<file path="src/rtl/spectro_pkg.sv">
// Shared constants and FSM state type for the spectrogram frame receiver.
package spectro_pkg;

    localparam int unsigned DEF_WORD_W    = 12;
    localparam int unsigned DEF_NUM_WORDS = 16;
    localparam int unsigned IDX_W         = 4;

    typedef enum logic [1:0] {
        StIdle     = 2'd0,
        StWaitLoad = 2'd1,
        StShift    = 2'd2
    } rx_state_e;

endpackage

</file>
<file path="src/rtl/spectro_word_fifo.sv">
// First-word-fall-through word buffer. The head entry is presented combinationally;
// a push and a pop on the same edge are both honoured, even when full.
module spectro_word_fifo #(
    parameter int unsigned WIDTH = 17,
    parameter int unsigned DEPTH = 8
) (
    input  logic             clk,
    input  logic             reset,
    input  logic             push,
    input  logic [WIDTH-1:0] push_data,
    input  logic             pop,
    output logic [WIDTH-1:0] head_data,
    output logic             valid,
    output logic             full
);

    localparam int unsigned AW = (DEPTH > 1) ? $clog2(DEPTH) : 1;

    logic [WIDTH-1:0] mem [DEPTH];
    logic [AW-1:0]    wptr_q, rptr_q;
    logic [AW:0]      count_q;
    logic             do_push, do_pop;

    assign full      = (count_q == (AW+1)'(DEPTH));
    assign valid     = (count_q != '0);
    assign do_pop    = pop && valid;
    // A full FIFO still accepts a word when the head leaves on the same edge
    assign do_push   = push && (!full || do_pop);
    assign head_data = valid ? mem[rptr_q] : '0;

    // Pointers and occupancy; DEPTH is a power of two so pointers wrap naturally
    always_ff @(posedge clk) begin
        if (reset) begin
            wptr_q  <= '0;
            rptr_q  <= '0;
            count_q <= '0;
        end else begin
            if (do_push) wptr_q <= wptr_q + 1'b1;
            if (do_pop)  rptr_q <= rptr_q + 1'b1;
            case ({do_push, do_pop})
                2'b10:   count_q <= count_q + 1'b1;
                2'b01:   count_q <= count_q - 1'b1;
                default: count_q <= count_q;
            endcase
        end
    end

    // Storage array, written only on an accepted push
    always_ff @(posedge clk) begin
        if (do_push) mem[wptr_q] <= push_data;
    end

endmodule

</file>
<file path="src/rtl/spectrogram_frame_receiver.sv">
// Rebuilds 16-word frames (RTC word + 15 channel counts) from the extractor's serial readout
// and streams the words out through a small FWFT FIFO with index and last-word tags.
// Optional: define SPECTRO_RX_CHECKSUM_EN to append an XOR checksum word to every frame.
module spectrogram_frame_receiver
    import spectro_pkg::*;
#(
    parameter int unsigned WORD_W     = DEF_WORD_W,
    parameter int unsigned NUM_WORDS  = DEF_NUM_WORDS,
    parameter int unsigned FIFO_DEPTH = 8
) (
    input  logic              clk,
    input  logic              reset,
    input  logic              serial_in,
    input  logic              sl_in,
    input  logic              ovf_in,
    output logic [WORD_W-1:0] m_data,
    output logic [IDX_W-1:0]  m_idx,
    output logic              m_last,
    output logic              m_valid,
    input  logic              m_ready,
    output logic              overrun,
    output logic              frame_err,
    output logic [7:0]        frame_cnt
);

    localparam int unsigned      CNT_W    = $clog2(WORD_W + 1);
    localparam int unsigned      ENT_W    = WORD_W + IDX_W + 1;
    localparam logic [IDX_W-1:0] LAST_IDX = IDX_W'(NUM_WORDS - 1);
    localparam logic [CNT_W-1:0] LAST_BIT = CNT_W'(WORD_W - 1);

    rx_state_e         state_q, state_d;
    logic              ovf_q, ovf_rise;
    logic [WORD_W-1:0] shift_q, shift_d, shifted;
    logic [CNT_W-1:0]  bit_cnt_q, bit_cnt_d;
    logic [IDX_W-1:0]  idx_q, idx_d;
    logic [7:0]        frame_cnt_q, frame_cnt_d;
    logic              frame_err_q, frame_err_d;
    logic              overrun_q, overrun_d;
    logic              word_done, word_push, frame_start;
    logic              push, pop, fifo_full, fifo_valid;
    logic [ENT_W-1:0]  push_data, head_data;
`ifdef SPECTRO_RX_CHECKSUM_EN
    logic [WORD_W-1:0] csum_q, csum_d;
    logic              csum_pend_q, csum_pend_d;
`endif

    assign ovf_rise  = ovf_in && !ovf_q;
    assign shifted   = {shift_q[WORD_W-2:0], serial_in};
    assign word_done = (bit_cnt_q == LAST_BIT);
    assign pop       = fifo_valid && m_ready;

    // State register; ovf is sampled even in reset so a level held through reset is no rise
    always_ff @(posedge clk) begin
        ovf_q <= ovf_in;
        if (reset) state_q <= StIdle;
        else       state_q <= state_d;
    end

    // Next-state: ovf rise always (re)starts a frame at the load wait
    always_comb begin
        state_d = state_q;
        case (state_q)
            StIdle: begin
                if (ovf_rise) state_d = StWaitLoad;
            end
            StWaitLoad: begin
                if (!ovf_rise && !sl_in) state_d = StShift;
            end
            StShift: begin
                if (ovf_rise) begin
                    state_d = StWaitLoad;
                end else if (sl_in && word_done) begin
                    state_d = (idx_q == LAST_IDX) ? StIdle : StWaitLoad;
                end
            end
            default: state_d = StIdle;
        endcase
    end

    // Datapath next-state, FIFO push and sticky flags
    always_comb begin
        shift_d     = shift_q;
        bit_cnt_d   = bit_cnt_q;
        idx_d       = idx_q;
        frame_cnt_d = frame_cnt_q;
        frame_err_d = frame_err_q;
        word_push   = 1'b0;
        frame_start = 1'b0;
        case (state_q)
            StIdle: begin
                frame_start = ovf_rise;
            end
            StWaitLoad: begin
                if (ovf_rise) begin
                    frame_start = 1'b1;
                    frame_err_d = 1'b1;
                end else if (!sl_in) begin
                    bit_cnt_d = '0;
                    shift_d   = '0;
                end
            end
            StShift: begin
                if (ovf_rise) begin
                    frame_start = 1'b1;
                    frame_err_d = 1'b1;
                end else if (!sl_in) begin
                    // Short word: this load cycle restarts the same index
                    frame_err_d = 1'b1;
                    bit_cnt_d   = '0;
                    shift_d     = '0;
                end else if (word_done) begin
                    word_push = 1'b1;
                    bit_cnt_d = '0;
                    shift_d   = shifted;
                    idx_d     = (idx_q == LAST_IDX) ? '0 : idx_q + 1'b1;
`ifndef SPECTRO_RX_CHECKSUM_EN
                    if (idx_q == LAST_IDX) frame_cnt_d = frame_cnt_q + 1'b1;
`endif
                end else begin
                    shift_d   = shifted;
                    bit_cnt_d = bit_cnt_q + 1'b1;
                end
            end
            default: ;
        endcase
        if (frame_start) begin
            idx_d     = '0;
            bit_cnt_d = '0;
            shift_d   = '0;
        end
`ifdef SPECTRO_RX_CHECKSUM_EN
        // Checksum goes out the cycle after word 15; no word push can collide with it
        csum_d      = csum_q;
        csum_pend_d = word_push && (idx_q == LAST_IDX);
        if (frame_start)    csum_d = '0;
        else if (word_push) csum_d = csum_q ^ shifted;
        if (csum_pend_q) frame_cnt_d = frame_cnt_q + 1'b1;
        push      = word_push || csum_pend_q;
        push_data = csum_pend_q ? {csum_q, {IDX_W{1'b1}}, 1'b1} : {shifted, idx_q, 1'b0};
`else
        push      = word_push;
        push_data = {shifted, idx_q, (idx_q == LAST_IDX)};
`endif
        overrun_d = overrun_q | (push && fifo_full && !pop);
    end

    // Datapath registers
    always_ff @(posedge clk) begin
        if (reset) begin
            shift_q     <= '0;
            bit_cnt_q   <= '0;
            idx_q       <= '0;
            frame_cnt_q <= '0;
            frame_err_q <= 1'b0;
            overrun_q   <= 1'b0;
        end else begin
            shift_q     <= shift_d;
            bit_cnt_q   <= bit_cnt_d;
            idx_q       <= idx_d;
            frame_cnt_q <= frame_cnt_d;
            frame_err_q <= frame_err_d;
            overrun_q   <= overrun_d;
        end
    end

`ifdef SPECTRO_RX_CHECKSUM_EN
    // Running XOR of the current frame and the pending checksum push
    always_ff @(posedge clk) begin
        if (reset) begin
            csum_q      <= '0;
            csum_pend_q <= 1'b0;
        end else begin
            csum_q      <= csum_d;
            csum_pend_q <= csum_pend_d;
        end
    end
`endif

    spectro_word_fifo #(
        .WIDTH (ENT_W),
        .DEPTH (FIFO_DEPTH)
    ) u_fifo (
        .clk       (clk),
        .reset     (reset),
        .push      (push),
        .push_data (push_data),
        .pop       (pop),
        .head_data (head_data),
        .valid     (fifo_valid),
        .full      (fifo_full)
    );

    assign {m_data, m_idx, m_last} = head_data;
    assign m_valid   = fifo_valid;
    assign overrun   = overrun_q;
    assign frame_err = frame_err_q;
    assign frame_cnt = frame_cnt_q;

endmodule

</file>
<file path="config.mk">
export PLATFORM = sky130hd
export DESIGN_NAME = spectrogram_frame_receiver
export DESIGN_NICKNAME = d
export VERILOG_FILES = /design/src/rtl/spectro_pkg.sv /design/src/rtl/spectro_word_fifo.sv /design/src/rtl/spectrogram_frame_receiver.sv
export SDC_FILE = /design/constraint.sdc
export NUM_CORES = 1
export LEC_CHECK = 0
export ABC_AREA = 1
export CAP_MARGIN = 20
export CORE_UTILIZATION = 50
export DETAILED_ROUTE_END_ITERATION = 7
export PLACE_DENSITY = 0.68
export SLEW_MARGIN = 20
export SYNTH_ARGS = -nofsm -noshare
export SYNTH_HDL_FRONTEND = slang
export SYNTH_SLANG_ARGS = --single-unit
</file>
<file path="constraint.sdc">
create_clock -name clk -period 4.4 [get_ports clk]
set_input_delay 0.88 -clock clk [delete_from_list [all_inputs] [get_ports clk]]
set_output_delay 0.88 -clock clk [all_outputs]
set_load 0.1 [all_outputs]
</file>
==> impl_metrics.py, run 1 <==
metrics = {
    "placement": {
        "place_area_mm2": 0.00802,
        "routabilityCongestion": 0.819,
        "place.port_buffers": 33,
        "hpwl_after_dpl_mm": 9.39,
    },
    "yosys": {
        "largest_area_contributor_in_the_netlist": "edfxtp_1",
        "ys.flop_type": "edfxtp_1",
        "netlist_area_mm2": 0.00752,
        "avgSynthCellArea_um2": 10.5,
        "count_of_cell_types_in_the_netlist": 30,
        "post-synth-top-area-fraction": 0.543,
        "leading_cell_type_by_number_of_instances_after_synthesis": "nor2_1",
        "ys_warn_count": 0,
        "ys_seq_elements": 181,
        "ys_seq_area_frac": 0.663,
        "net_count_after_synthesis": 739,
        "asyncSetResetFlopFracSynth": 0,
        "synthCells": 719,
        "number_of_enable_type_register_cells_in_the_synthesized_netlist": 136,
        "synth.area.top_cells": "edfxtp_1 (54%), dfxtp_1 (12%), nor2_1 (8.7%)",
        "yosys-top-cells-count": "nor2_1 (174), edfxtp_1 (136), o21ai_0 (123), nand2_1 (67), dfxtp_1 (45)",
    },
    "sta": {
        "final.setup_skew_ns": 0.00972,
        "rsz_0062_raised_after_global_routing": "no",
        "number_of_slew_limit_violations_in_the_final_report": 0,
        "relSlewSlack": 0.293,
        "tns_ns": 0,
        "fmaxAchievable_mhz": 303,
        "report.final.setup_viol": 0,
        "timing.final.crit_share": 0.750,
        "max_slew.worst_pin.slew_ns": 1.05,
        "final.min_clock_period_ns": 3.30,
        "finalHoldViolations": 0,
        "hold_ws_ns": 0.468,
    },
    "floorplan": {
        "die_area_mm2": 0.0155,
        "start_util": 0.516,
        "fp.coreArea_mm2": 0.0146,
        "rows": 44,
        "chipHeight_um": 125,
        "io-pin-count": 34,
        "dieWidth_um": 125,
    },
    "worst_setup_path": {
        "critical-path-top-delay-family": "buffers and inverters",
        "cp_data_arrival_time_ns": 2.42,
        "slowest_stage": "buf_4",
        "required_worst_endpoint_ns": 3.52,
        "critPathBufInv": 3,
        "worst_setup_path_end_kind": "output port",
        "critical-path-top-cell-by-count": "o21ai_0",
        "slowest_delay_ns": 0.44,
        "crit_fanout": 35,
        "critical_path_class": "register to output port",
        "crit_chain": "inv_2 -> buf_4 -> o21ai_0 -> o21ai_0 -> o21ai_0 -> nor2_1 -> buf_4",
        "timing.critical_path.from_type": "register",
    },
    "route": {
        "detail_route.wirelength_mm": 15.0,
        "vias_per_cell": 5.36,
        "drcViolationCount": 0,
        "routedWlPerCell_um": 15.7,
        "detail-route-antenna-nets": 0,
        "drt-pass1-iter-count": 4,
        "total_number_of_vias": 5118,
        "first_iter_violations": 518,
    },
    "job": {
        "cap_violations": 0,
    },
    "clock_network": {
        "h-tree-depth": 4,
        "numClockSinks": 181,
        "cts_repair_resize_count": 0,
        "cts.clk_slew.worst_paths_ns": 0.07,
        "tritoncts": "done",
        "cts_inserted_buffers": 17,
        "cts.repair_timing.setup_buffer_count": 0,
        "worst_skew_pair.late_latency_ns": 0.43,
        "root_buffer": "clkbuf_16",
        "cts-root-to-sink-buffers": 2,
        "cts_hold_repair.buffers": 0,
    },
    "power_and_ir_drop": {
        "p_leak_nw": 3.20,
        "vdd.ir_drop.worst_mv": 0.579,
        "p_total_mw": 5.89,
        "power_density_mw_per_mm2": 682,
    },
    "global_routing": {
        "grt_util_all_layers": 0.205,
        "first_global_vias": 4794,
        "antenna_violations_before_repair": 0,
        "global_route_wire_length_before_repair_mm": 24.4,
        "grt-ovfl-total": 0,
        "pin_count_of_the_biggest_net_entering_global_routing": 69,
    },
    "status": {
        "outcome": "completed",
    },
    "cells_and_area": {
        "insertedDiodeCount": 0,
        "design.final.nets": 777,
        "stdcell_area_mm2": 0.00864,
        "area_growth_pct": 14.9,
        "post_route_cells_drive_above_1_share": 0.104,
    },
    "worst_hold_path": {
        "hold_path.class": "register to register",
    },
}
[placed cells by master, fill, tap and decap left out, drive strengths merged, types with 3 or more instances in the layout]
master	Yosys	final
nor2	175	175
edfxtp	136	136
o21ai	136	136
nand2	72	72
dfxtp	45	45
inv	39	39
a21oi	34	34
buf	15	32
clkbuf	15	26
clkdlybuf4s50	0	16
nand3	16	16
ha	14	14
nor3	6	6
clkinv	0	6
nand4	5	5
xor2	4	4
xnor2	3	3
[cell families after synthesis]
kind of cell / after synthesis / synth area share
simple gates: 276 / 0.151
flops: 181 / 0.663
buf+inv: 69 / 0.0381
compound gates: 172 / 0.117
fa+ha+maj: 14 / 0.0233
xor+xnor: 7 / 0.00815
[stage by stage]
| step | util | worst slack (ns) | std cells |
|---|---|---|---|
| floorplan | - | 0.391 | 719 |
| global placement | 0.550 | 1.35 | 921 |
| detailed placement | 0.550 | 1.20 | 921 |
| CTS | 0.592 | 1.05 | 953 |
| global route | 0.592 | 0.877 | 954 |
| finish | 0.592 | 1.10 | 954 |
[state kept, by name, summed over array words and instances (netlist names), named ones only]
name and cells:
u_fifo.mem 136, shift_q 11, frame_cnt 8, bit_cnt_q 4, idx_q 4, u_fifo.count_q 4
u_fifo.rptr_q 3, u_fifo.wptr_q 3, state_q 2, frame_err 1, overrun 1, ovf_q 1
[path summary, 6_finish.rpt]
| path | depth (start not counted) | slack (ns) | end | from |
|---|---|---|---|---|
| hold / removal | 2 | 0.47 | frame_err$_SDFFE_PP0P_ | frame_err$_SDFFE_PP0P_ |
| setup reg to reg | 16 | 1.97 | u_fifo.count_q[2]$_SDFFE_PP0P_ | state_q[0]$_SDFFE_PP0P_ |
| hold reg to reg | 2 | 0.47 | frame_err$_SDFFE_PP0P_ | frame_err$_SDFFE_PP0P_ |
| setup / recovery | 7 | 1.10 | m_data[6] | register |
[power breakdown]
group	internal [mW]	total, mW	switching (mW)	leakage (nW)
sequential	1.86	1.95	0.0859	1.67
combinational	0.555	2.42	1.86	1.22
clock	0.922	1.52	0.602	0.306
[cell type report]
type	instances	area (µm²)
Clock buffer	25	549
Clock inverter	7	62.6
Fill cell	1169	5950
Inverter	39	146
Multi-Input combinational cell	469	2260
Sequential cell	181	4990
Tap cell	184	230
Timing Repair Buffer	49	408
[worst reg2reg max path, stage by stage, from the launching register on]
cell	delay (ns)
dfxtp_1	0.36
inv_1	0.12
ha_1	0.28
nand2_2	0.11
inv_2	0.08
nand2_4	0.07
nor2_8	0.14
nand2_4	0.09
ha_1	0.23
nand2_1	0.09
inv_1	0.05
nor2_1	0.13
ha_1	0.17
a21oi_1	0.05
xnor2_1	0.13
o21ai_0	0.17
inv_1	0.07
[per-layer routing]
layer | global-route usage | up-vias | share of wire
li1 | - | 2541 | -
met4 | 0.106 | 0 | 0.026
met3 | 0.0408 | 24 | 0.038
met5 | 0 | - | 0
met2 | 0.332 | 115 | 0.48
met1 | 0.261 | 2438 | 0.45
No activity file was read; power rests on OpenSTA's default activity.
==> run 2, diff against run 1 <==
clock period = 3.2 ns   (was 4.4 ns; I/O delays follow)
==> run 2 against run 1 <==
Against the previous run: clock power up 42%; die area unchanged; cell count up 0.52%; wire length up 3.2%; register-to-register slack worse by 1.2 ns; largest power group unchanged; sequential power up 38%; highest routed layer unchanged; non-clock buffer count up 5; via count up 1.2%; flip-flop and latch count unchanged.
==> impl_metrics.py, run 2 (synthesis results as in run 1) <==
metrics = {
    "status": {
        "outcome": "completed",
    },
    "placement": {
        "place.port_buffers": 33,
        "hpwl_after_dpl_mm": 9.54,
        "routabilityCongestion": 0.829,
    },
    "worst_hold_path": {
        "min_path_cells": 2,
        "hold_path.class": "register to register",
        "min-delay-start": "frame_err$_SDFFE_PP0P_",
        "hold_path_end": "frame_err$_SDFFE_PP0P_",
    },
    "worst_setup_path": {
        "critical_path_class": "register to output port",
        "required_worst_endpoint_ns": 2.56,
        "rr_startpoint": "state_q[0]$_SDFFE_PP0P_",
        "regToRegEndpoint": "u_fifo.count_q[2]$_SDFFE_PP0P_",
        "worst-r2r-cell-count": 16,
        "worst_setup_path_end_kind": "output port",
        "timing.critical_path.from_type": "register",
        "crit_fanout": 41,
        "cp_data_arrival_time_ns": 2.34,
        "worst-r2r-setup-slack_ns": 0.74,
    },
    "cells_and_area": {
        "layout.cells.most_common_list": "nor2_1 (165), edfxtp_1 (136), o21ai_0 (123), nand2_1 (67), dfxtp_1 (43)",
        "final_core_util": 0.610,
        "design.final.nets": 782,
        "number_of_flip_flops_in_the_largest_register": 136,
        "final_common_cell": "nor2_1",
        "insertedDiodeCount": 0,
        "filler_cell_count": 1127,
        "largest_register": "u_fifo.mem",
        "post_route_cells_drive_above_1_share": 0.135,
        "area_growth_pct": 18.3,
    },
    "sta": {
        "timing.final.crit_share": 0.931,
        "finalHoldViolations": 0,
        "final.setup_skew_ns": 0.00527,
        "final.min_clock_period_ns": 2.98,
        "fmaxAchievable_mhz": 336,
        "tns_ns": 0,
        "report.final.setup_viol": 0,
        "relSlewSlack": 0.483,
        "number_of_slew_limit_violations_in_the_final_report": 0,
        "rsz_0062_raised_after_global_routing": "no",
        "max_slew.worst_pin.slew_ns": 0.776,
    },
    "clock_network": {
        "cts_inserted_buffers": 17,
        "cts_repair_resize_count": 0,
        "tritoncts": "done",
        "root_buffer": "clkbuf_16",
        "cts.repair_timing.setup_buffer_count": 0,
        "cts.clk_slew.worst_paths_ns": 0.06,
        "cts-root-to-sink-buffers": 2,
        "h-tree-depth": 4,
        "cts_hold_repair.buffers": 0,
        "numClockSinks": 181,
        "worst_skew_pair.late_latency_ns": 0.43,
    },
    "route": {
        "vias_per_cell": 5.40,
        "routedWlPerCell_um": 16.1,
        "total_number_of_vias": 5180,
        "first_iter_violations": 353,
        "detail_route.wirelength_mm": 15.5,
        "detail-route-antenna-nets": 0,
        "drt-pass1-iter-count": 5,
        "drcViolationCount": 0,
    },
    "floorplan": {
        "die_area_mm2": 0.0155,
        "fp.coreArea_mm2": 0.0146,
        "rows": 44,
        "io-pin-count": 34,
        "start_util": 0.516,
        "chipHeight_um": 125,
        "dieWidth_um": 125,
    },
    "global_routing": {
        "global_route_wire_length_before_repair_mm": 25.2,
        "antenna_violations_before_repair": 0,
        "first_global_vias": 5086,
        "pin_count_of_the_biggest_net_entering_global_routing": 42,
        "grt_util_all_layers": 0.210,
        "grt-ovfl-total": 0,
    },
    "power_and_ir_drop": {
        "p_total_mw": 8.79,
        "vdd.ir_drop.worst_mv": 0.537,
        "power_density_mw_per_mm2": 988,
        "p_leak_nw": 3.29,
    },
    "job": {
        "cap_violations": 0,
    },
}
run 2: metal layers:
layer  global-route usage  routed length [µm]
met2                0.357                7790
met4               0.0822                 227
met3               0.0468                 648
met5                    0                   0
met1                0.260                6790
run 2: through the flow:
| step | instance area, µm² | setup WS [ns] | cells | hold WS, ns |
|---|---|---|---|---|
| 2_1_floorplan | 7550 | 0.286 | 719 | 0.433 |
| 3_5_place_dp | 8280 | 0.379 | 926 | 0.453 |
| 5_1_grt | 8900 | 0.0466 | 959 | 0.475 |
| 6_report | 8900 | 0.222 | 959 | 0.466 |
| 4_1_cts | 8890 | 0.193 | 958 | 0.468 |
| 3_3_place_gp | 8280 | 0.486 | 926 | 0.442 |
run 2: layout make-up:
| type | count | area [µm²] | area share |
|---|---|---|---|
| sequential | 181 | 4990 | 0.560 |
| multi-input combinational | 469 | 2280 | 0.256 |
| timing repair buffer | 54 | 643 | 0.0723 |
| clock buffer | 19 | 433 | 0.0486 |
| tap | 184 | 230 | 0.0259 |
| clock inverter | 13 | 180 | 0.0202 |
| inverter | 39 | 146 | 0.0164 |
run 2: worst max-delay path by stage:
stage,start,to
after floorplan,register,m_data[2]
final,register,m_idx[3]
after detailed placement,sl_in,u_fifo.count_q[2]$_SDFFE_PP0P_
after global routing,register,m_idx[3]
after global placement,sl_in,u_fifo.count_q[2]$_SDFFE_PP0P_
after CTS,register,m_idx[3]
run 2: critical path: stages, from the launching register on:
cell and delay [ns]:
dfxtp_2 0.82, buf_4 0.30, o21ai_0 0.11, o21ai_0 0.15, o21ai_0 0.13, nor2_2 0.18, buf_12 0.19
run 2: power breakdown:
part | total [mW] | internal (mW) | switching, mW
Sequential | 2.69 | 2.56 | 0.128
Clock | 2.16 | 1.30 | 0.858
Combinational | 3.94 | 1.26 | 2.69
Total | 8.79 | 5.12 | 3.67
